<file path="src/rtl/slow_tick_receiver.sv">
// slow_tick_receiver: brings the divided slow game clock into clk, turns each edge
// into a game tick, buffers ticks and hands them out over a valid/ready handshake.
module slow_tick_receiver #(
  parameter int SYNC_STAGES = 2,
  parameter bit BOTH_EDGES  = 1'b1,
  parameter int PEND_W      = 3,
  parameter int CNT_W       = 16
) (
  input  logic              clk,
  input  logic              rst,
  input  logic              slow_in,
  input  logic              pause,
  input  logic              tick_ready,
  input  logic              clr_overrun,
  output logic              tick_valid,
  output logic [PEND_W-1:0] pending,
  output logic [CNT_W-1:0]  tick_count,
  output logic              overrun
);
  localparam int                WARM_W    = 3;
  localparam logic [WARM_W-1:0] WARM_LAST = WARM_W'(SYNC_STAGES);
  localparam logic [PEND_W-1:0] PEND_MAX  = '1;

  typedef enum logic {WARMUP, RUN} state_t;

  state_t                 state_reg, state_next;
  logic [SYNC_STAGES-1:0] sync_reg;
  logic                   prev_reg;
  logic [WARM_W-1:0]      warm_reg, warm_next;
  logic [PEND_W-1:0]      pending_reg, pending_next;
  logic [CNT_W-1:0]       count_reg, count_next;
  logic                   overrun_reg, overrun_next;
  logic                   sync_out;
  logic                   raw_evt;
  logic                   edge_evt;
  logic                   drop;
  logic                   take;

  assign sync_out = sync_reg[SYNC_STAGES-1];

  generate
    if (BOTH_EDGES) begin : g_both_edges
      assign raw_evt = sync_out ^ prev_reg;
    end else begin : g_rise_only
      assign raw_evt = sync_out & ~prev_reg;
    end
  endgenerate

  assign tick_valid = (pending_reg != '0) & ~pause;
  assign take       = tick_valid & tick_ready;
  assign pending    = pending_reg;
  assign tick_count = count_reg;
  assign overrun    = overrun_reg;

  always_ff @(posedge clk) begin
    if (rst) begin
      sync_reg    <= '0;
      prev_reg    <= 1'b0;
      state_reg   <= WARMUP;
      warm_reg    <= '0;
      pending_reg <= '0;
      count_reg   <= '0;
      overrun_reg <= 1'b0;
    end else begin
      sync_reg    <= {sync_reg[SYNC_STAGES-2:0], slow_in};
      prev_reg    <= sync_out;
      state_reg   <= state_next;
      warm_reg    <= warm_next;
      pending_reg <= pending_next;
      count_reg   <= count_next;
      overrun_reg <= overrun_next;
    end
  end

  always_comb begin
    state_next   = state_reg;
    warm_next    = warm_reg;
    pending_next = pending_reg;
    count_next   = count_reg;
    overrun_next = overrun_reg;
    edge_evt     = 1'b0;
    drop         = 1'b0;

    case (state_reg)
      // Hold off edge detection until prev has caught up with a settled sync chain.
      WARMUP: begin
        warm_next = warm_reg + 3'd1;
        if (warm_reg == WARM_LAST) begin
          state_next = RUN;
        end
      end
      RUN: begin
        edge_evt = raw_evt;
      end
      default: begin
        state_next = WARMUP;
      end
    endcase

    if (edge_evt && !take) begin
      if (pending_reg == PEND_MAX) begin
        drop = 1'b1;
      end else begin
        pending_next = pending_reg + 1'b1;
      end
    end else if (!edge_evt && take) begin
      pending_next = pending_reg - 1'b1;
    end

    if (take) begin
      count_next = count_reg + 1'b1;
    end

    // A drop in the same cycle as a clear wins, so no lost tick goes unreported.
    overrun_next = drop | (overrun_reg & ~clr_overrun);
  end

endmodule

</file>
<file path="config.mk">
export PLATFORM = sky130hd
export DESIGN_NAME = slow_tick_receiver
export DESIGN_NICKNAME = d
export VERILOG_FILES = /design/src/rtl/slow_tick_receiver.sv
export SDC_FILE = /design/constraint.sdc
export NUM_CORES = 1
export LEC_CHECK = 0
export ABC_AREA = 1
export BUFFER_PORTS_ARGS = -buffer_cell sky130_fd_sc_hd__clkbuf_2
export CORE_MARGIN = 1.5
export CORE_UTILIZATION = 30
export CTS_BUF_LIST = sky130_fd_sc_hd__clkbuf_2
export DETAILED_ROUTE_END_ITERATION = 7
export GPL_TIMING_DRIVEN = 0
export SKIP_LAST_GASP = 1
export SLEW_MARGIN = 40
export SYNTH_ARGS = -nofsm -noshare
export SYNTH_HDL_FRONTEND = slang
export SYNTH_SLANG_ARGS = --single-unit
</file>
<file path="constraint.sdc">
create_clock -name clk -period 4.9 [get_ports clk]
set_input_delay 0.49 -clock clk [delete_from_list [all_inputs] [get_ports clk]]
set_output_delay 0.49 -clock clk [all_outputs]
set_load 0.05 [all_outputs]
</file>
==> results.sh, run 1 <==
export IMPL_start_kind="flop"
export IMPL_avgSynthCellArea_um2=7.150
export IMPL_regArea_um2=540.5
export IMPL_vias=1257
export IMPL_remaining_drc_errors=0
export IMPL_r2r_start="pending[0]"
export IMPL_syn_num_nets=206
export IMPL_finalWirelength_mm=2.850
export IMPL_die_area_mm2=0.005090
export IMPL_rsz0062_at_grt="no"
export IMPL_ioPinCount=27
export IMPL_drv_cap=0
export IMPL_fin_setup_tns_ps=0
export IMPL_p_comb_frac=0.247
export IMPL_grt_pass1_vias=1080
export IMPL_cp_max_fo=6
export IMPL_intPower_mw=0.2927
export IMPL_worst_slew_pin_slew_ps=529.3
export IMPL_start_util=0.3175
export IMPL_die_width_um=71.35
export IMPL_vias_per_cell=4.522
export IMPL_drive_gt1_frac=0.2124
export IMPL_synth_top_area_share=0.3857
export IMPL_detail_route_antenna_nets=0
export IMPL_cts_tree="done"
export IMPL_nets=237
export IMPL_rows=24
export IMPL_core_area_mm2=0.004414
export IMPL_root_buffer="clkbuf_2"
export IMPL_gp_congestion=0.7612
export IMPL_clockBufferDepth=2
export IMPL_grt_pass1_wl_mm=5.016
export IMPL_fillers=489
export IMPL_sw_frac_of_total=0.3529
export IMPL_synth_top_area_cell="dfxtp_1"
export IMPL_synth_edf_count=0
export IMPL_holdCritStartpoint="slow_in"
export IMPL_power_switching_mw=0.1596
export IMPL_p_clk_frac=0.197
export IMPL_synthCells=196
export IMPL_drt_iter0_drc=45
export IMPL_cp_arrival_ps=1440
export IMPL_die_h_um=71.35
export IMPL_status="complete, no violations"
export IMPL_p_per_area_mw_per_mm2=279.8
export IMPL_total_leakage_power_nw=0.6986
export IMPL_slew_headroom=0.6471
export IMPL_yosysWarnings=0
export IMPL_worstSetupPathType="reg2out"
export IMPL_cts_setup_buffers=0
export IMPL_synth_main_ff_cell="dfxtp_1"
export IMPL_multi_input_area_um2=706.9
export IMPL_ys_seq_area_frac=0.3857
export IMPL_ys_async_sr_fraction=0
export IMPL_hold_viol=0
export IMPL_n_antenna_cell=0
export IMPL_wire_per_inst_um=10.25
export IMPL_grt_max_degree=15
export IMPL_ctsHoldBuffers=0
export IMPL_port_buffers=26
export IMPL_antenna_found_initial=0
export IMPL_hpwlAfterDp_mm=2.178
export IMPL_clock_latency_ps=360
export IMPL_final_area_mm2=0.001617
export IMPL_min_period_over_period=0.3949
export IMPL_required_ps=4410
export IMPL_synth_area_top_cells="dfxtp_1 (39%), nand2_1 (11%), inv_1 (8.6%), nor2_1 (6.7%), a21oi_1 (5.7%)"
export IMPL_largest_register_ffs=16
export IMPL_holdCritPathClass="in2reg"
export IMPL_cp_startpoint="pending[0]"
export IMPL_post_cts_resized=0
export IMPL_path_clk_slew_ps=260
export IMPL_seqPwrFrac=0.556
export IMPL_ir_drop_mv=0.1297
export IMPL_fmax_ghz=0.5168
export IMPL_period_minus_slack_ps=1935
export IMPL_synth_area_mm2=0.001401
export IMPL_ys_types=30
export IMPL_finalSetupViolCount=0
export IMPL_numCtsBuffers=3
export IMPL_cp_end_kind="primary output"
export IMPL_gr_usage_all_layers=0.1217
export IMPL_r2r_slack_ps=3220
export IMPL_cts_sink_count=27
export IMPL_grt_overflow=0
export IMPL_areaGrowthSynthToFinish_pct=15.36
export IMPL_clock_skew_ps=5.614
export IMPL_slew_violations=0
export IMPL_placed_area_mm2=0.001597
export IMPL_synth_seq_cells=27
export IMPL_cts_max_level=1
export IMPL_firstDrtPassIters=5
final timing paths:
check,cells after the start,to
setup / recovery,3,tick_valid
setup reg to reg,11,pending[2]
hold / removal,3,sync_reg[0]
hold reg to reg,2,sync_reg[1]
area by class of cell:
cell class	instances	area share
Sequential cell	27	0.3344
Timing Repair Buffer	26	0.08050
Multi-Input combinational cell	132	0.4373
Buffer	4	0.01858
Clock buffer	4	0.01238
Inverter	33	0.07663
Tap cell	52	0.04025
logic make-up after synthesis:
group,after synthesis,share of synthesized area
adder cells (fa/ha/maj),4,0.04107
flip-flops,27,0.3857
XOR/XNOR,1,0.006251
buffers and inverters,37,0.1098
AND/OR/NAND/NOR,100,0.3589
AO/OA/AOI/OAI,27,0.09822
placed cells by master, fill, tap and decap left out:
master	Yosys	final
buf_6	1	1
clkbuf_1	1	1
nor4_1	1	1
xor2_1	1	1
buf_4	2	2
a21oi_1	16	16
o22ai_1	1	1
nand3b_1	1	1
nor3b_2	1	1
inv_1	32	32
clkbuf_2	0	30
o21ai_0	9	9
nand3_4	1	1
ha_1	3	3
nand2_1	41	41
inv_2	1	1
nand4_1	3	3
nor3_1	2	2
nor3b_1	1	1
nand3b_2	1	1
nor2_2	1	1
a31oi_1	1	1
nand3_2	3	3
nor3_4	1	1
fa_1	1	1
dfxtp_1	27	27
nor2_4	2	2
nand2_2	3	3
nor3_2	1	1
nand3_1	12	12
nor2_1	25	25
layer usage:
layer	part of all wire	GRT usage
met1	0.53	0.1769
met3	0.060	0.03516
met4	0.0039	0.01887
met2	0.41	0.1831
met5	0	0
per-stage QoR:
stage	setup slack, ps	hold WS, ps	std cells	util	power (mW)
finish	2965	281.0	278	0.3662	0.4524
global route	2801	254.7	278	0.3662	0.4839
CTS	2924	260.7	278	0.3662	0.4609
detailed placement	3167	399.7	274	0.3617	0.3695
global placement	3179	396.6	274	0.3617	0.3662
floorplan	2598	388.3	196	-	0.3422
synthesized netlist by cell type (all sizes together), types with 2 or more instances:
cell type and count:
a21oi 16, buf 3, dfxtp 27, ha 3, inv 33, nand2 44, nand3 16, nand3b 2
nand4 3, nor2 28, nor3 4, nor3b 2, o21ai 9
power groups by stage:
stage	Sequential (mW)	Clock, mW	Combinational [mW]
after floorplan	0.273	0	0.0696
after global routing	0.255	0.0986	0.130
after CTS	0.252	0.0953	0.114
final	0.252	0.0891	0.112
after detailed placement	0.256	0	0.113
after global placement	0.256	0	0.111
critical path, cell delays in order (launching register included):
cell and delay (ps):
dfxtp_1 500, nor2_1 100, a21oi_1 180, clkbuf_2 310
Power figures use the tool's default switching activity.
==> run 2, diff against run 1 <==
- clock period: 4.9 -> 1.77 ns (I/O delays scaled with it)
==> run 2 against run 1 <==
Final cell count grew 1.4%. Non-clock buffer count grew 4. Wire length grew 0.14%. First-iteration DRC count grew 36%. Setup slack lost 2800 ps. Design area grew 4.4%. Critical path depth grew 8. Clock skew grew 17 ps. Largest cell class unchanged.
==> results.sh, run 2 (synthesized netlist as in run 1, its figures left out) <==
export IMPL_fmax_ghz=0.6319
export IMPL_period_minus_slack_ps=1583
export IMPL_grt_pass1_vias=1158
export IMPL_n_antenna_cell=0
export IMPL_die_h_um=71.35
export IMPL_required_ps=2090
export IMPL_final_cell_mix="nand2_1 (41), inv_1 (32), clkbuf_2 (30)"
export IMPL_hold_depth=5
export IMPL_holdWs_ps=252.7
export IMPL_fillers=488
export IMPL_slowest_delay_ps=420
export IMPL_path_clk_slew_ps=270
export IMPL_fin_setup_tns_ps=0
export IMPL_multi_input_area_um2=730.7
export IMPL_grt_overflow=0
export IMPL_finalSetupViolCount=0
export IMPL_crit_chain="nor2_4 > nand2_2 > nand3_4 > nand2_1 > fa_2 > inv_1 > nand2_1 > nand2_1 > nand3_1 > nand2_1 > nor2_1"
export IMPL_postLayoutCoreUtil=0.3824
export IMPL_holdCritPathClass="in2reg"
export IMPL_largest_register_ffs=16
export IMPL_p_clk_frac=0.194
export IMPL_ioPinCount=27
export IMPL_detail_route_antenna_nets=0
export IMPL_min_period_over_period=0.8941
export IMPL_vias_per_cell=4.479
export IMPL_cts_sink_count=27
export IMPL_antenna_found_initial=0
export IMPL_gp_congestion=0.7478
export IMPL_firstDrtPassIters=4
export IMPL_vias=1263
export IMPL_slew_headroom=0.6565
export IMPL_cp_arrival_ps=1900
export IMPL_hold_viol=0
export IMPL_drive_gt1_frac=0.2478
export IMPL_wire_per_inst_um=10.12
export IMPL_start_util=0.3175
export IMPL_cp_max_fo=4
export IMPL_cts_max_level=1
export IMPL_worst_path_stages=11
export IMPL_path_buf_inv=1
export IMPL_seqPwrFrac=0.543
export IMPL_numCtsBuffers=3
export IMPL_status="complete, no violations"
export IMPL_cts_tree="done"
export IMPL_hpwlAfterDp_mm=2.123
export IMPL_port_buffers=26
export IMPL_cp_end_kind="flop"
export IMPL_worst_slew_pin_slew_ps=515.2
export IMPL_worstSetupPathType="reg2reg"
export IMPL_die_width_um=71.35
export IMPL_root_buffer="clkbuf_2"
export IMPL_reg2regPathDepth=11
export IMPL_remaining_drc_errors=0
export IMPL_sw_frac_of_total=0.3556
export IMPL_nets=241
export IMPL_areaGrowthSynthToFinish_pct=20.45
export IMPL_rsz0062_at_grt="no"
export IMPL_intPower_mw=0.8338
export IMPL_ir_drop_mv=0.4901
export IMPL_crit_slowest_cell="dfxtp_4"
export IMPL_rows=24
export IMPL_clock_skew_ps=22.88
export IMPL_gr_usage_all_layers=0.1217
export IMPL_p_per_area_mw_per_mm2=766.6
export IMPL_clock_latency_ps=380
export IMPL_p_comb_frac=0.262
export IMPL_grt_max_degree=15
export IMPL_timing_rr_end="pending[2]"
export IMPL_regArea_um2=550.5
export IMPL_finalWirelength_mm=2.854
export IMPL_r2r_start="pending[1]"
export IMPL_clockBufferDepth=2
export IMPL_slew_violations=0
export IMPL_total_leakage_power_nw=0.7217
export IMPL_grt_pass1_wl_mm=5.030
export IMPL_cp_startpoint="pending[1]"
export IMPL_start_kind="flop"
export IMPL_power_switching_mw=0.4602
export IMPL_crit_family="simple AND/OR/NAND/NOR gates"
export IMPL_crit_path_frequent_cell="nand2_1"
export IMPL_drv_cap=0
export IMPL_drt_iter0_drc=61
export IMPL_worstSetupEndpoint="pending[2]"
export IMPL_r2r_slack_ps=190
export IMPL_core_area_mm2=0.004414
export IMPL_layout_commonest_cell="nand2_1"
export IMPL_die_area_mm2=0.005090
## run 2: changes by cell type in the layout (fill, tap and decap cells not counted), sizes merged
cell,delta
dlygate4sd3,+3
buf,+1
## run 2: final cells by class
class / count / area share
timing repair buffer: 30 / 0.09933
buffer: 4 / 0.01779
sequential: 27 / 0.3262
inverter: 33 / 0.07339
tap: 52 / 0.03855
multi-input combinational: 132 / 0.4329
clock buffer: 4 / 0.01186
## run 2: power groups by stage
stage	Sequential [mW]	Clock, mW	Combinational [mW]
3_5_place_dp	0.714	0	0.322
6_report	0.703	0.252	0.339
2_1_floorplan	0.759	0	0.205
4_1_cts	0.703	0.265	0.326
3_3_place_gp	0.714	0	0.319
5_1_grt	0.712	0.285	0.380
## run 2: routing by layer
metal / GRT usage / share of wire / routed length [um]
met2: 0.1914 / 0.42 / 1197
met5: 0 / 0 / 0
met1: 0.1696 / 0.53 / 1513
met4: 0.01887 / 0.0039 / 11
met3: 0.03516 / 0.046 / 131
## run 2: worst register-to-register path: stages, from the launching register on
cell     delay (ps)
dfxtp_4         420
nor2_4          140
nand2_2          80
nand3_4         100
nand2_1         120
fa_2            350
inv_1            60
nand2_1          40
nand2_1          70
nand3_1          60
nand2_1          60
nor2_1           30
## run 2: metrics by stage
step / area, um^2 / power (mW) / setup slack (ps) / cells
floorplan: 1419 / 0.9635 / 2.018 / 196
global placement: 1614 / 1.033 / 103.7 / 274
detailed placement: 1614 / 1.036 / 97.98 / 274
CTS: 1654 / 1.294 / 70.26 / 280
global route: 1688 / 1.377 / 1.450 / 282
finish: 1688 / 1.294 / 187.4 / 282
## run 2: how the worst min path moves through the flow
stage / slack, ps / from / to
final: 250 / tick_ready / pending[0]
after detailed placement: 380 / slow_in / sync_reg[0]
after global placement: 380 / slow_in / sync_reg[0]
after global routing: 250 / tick_ready / tick_count[7]
after CTS: 4 / rst / tick_count[11]
after floorplan: 250 / rst / tick_count[1]
## run 2: what timing repair did
action | CTS | global route
setup endpoints to repair | 0 | 1
hold buffers | 2 | 1
setup buffers | 0 | 1
gates resized for setup | 0 | 6
hold endpoints to repair | 2 | 1
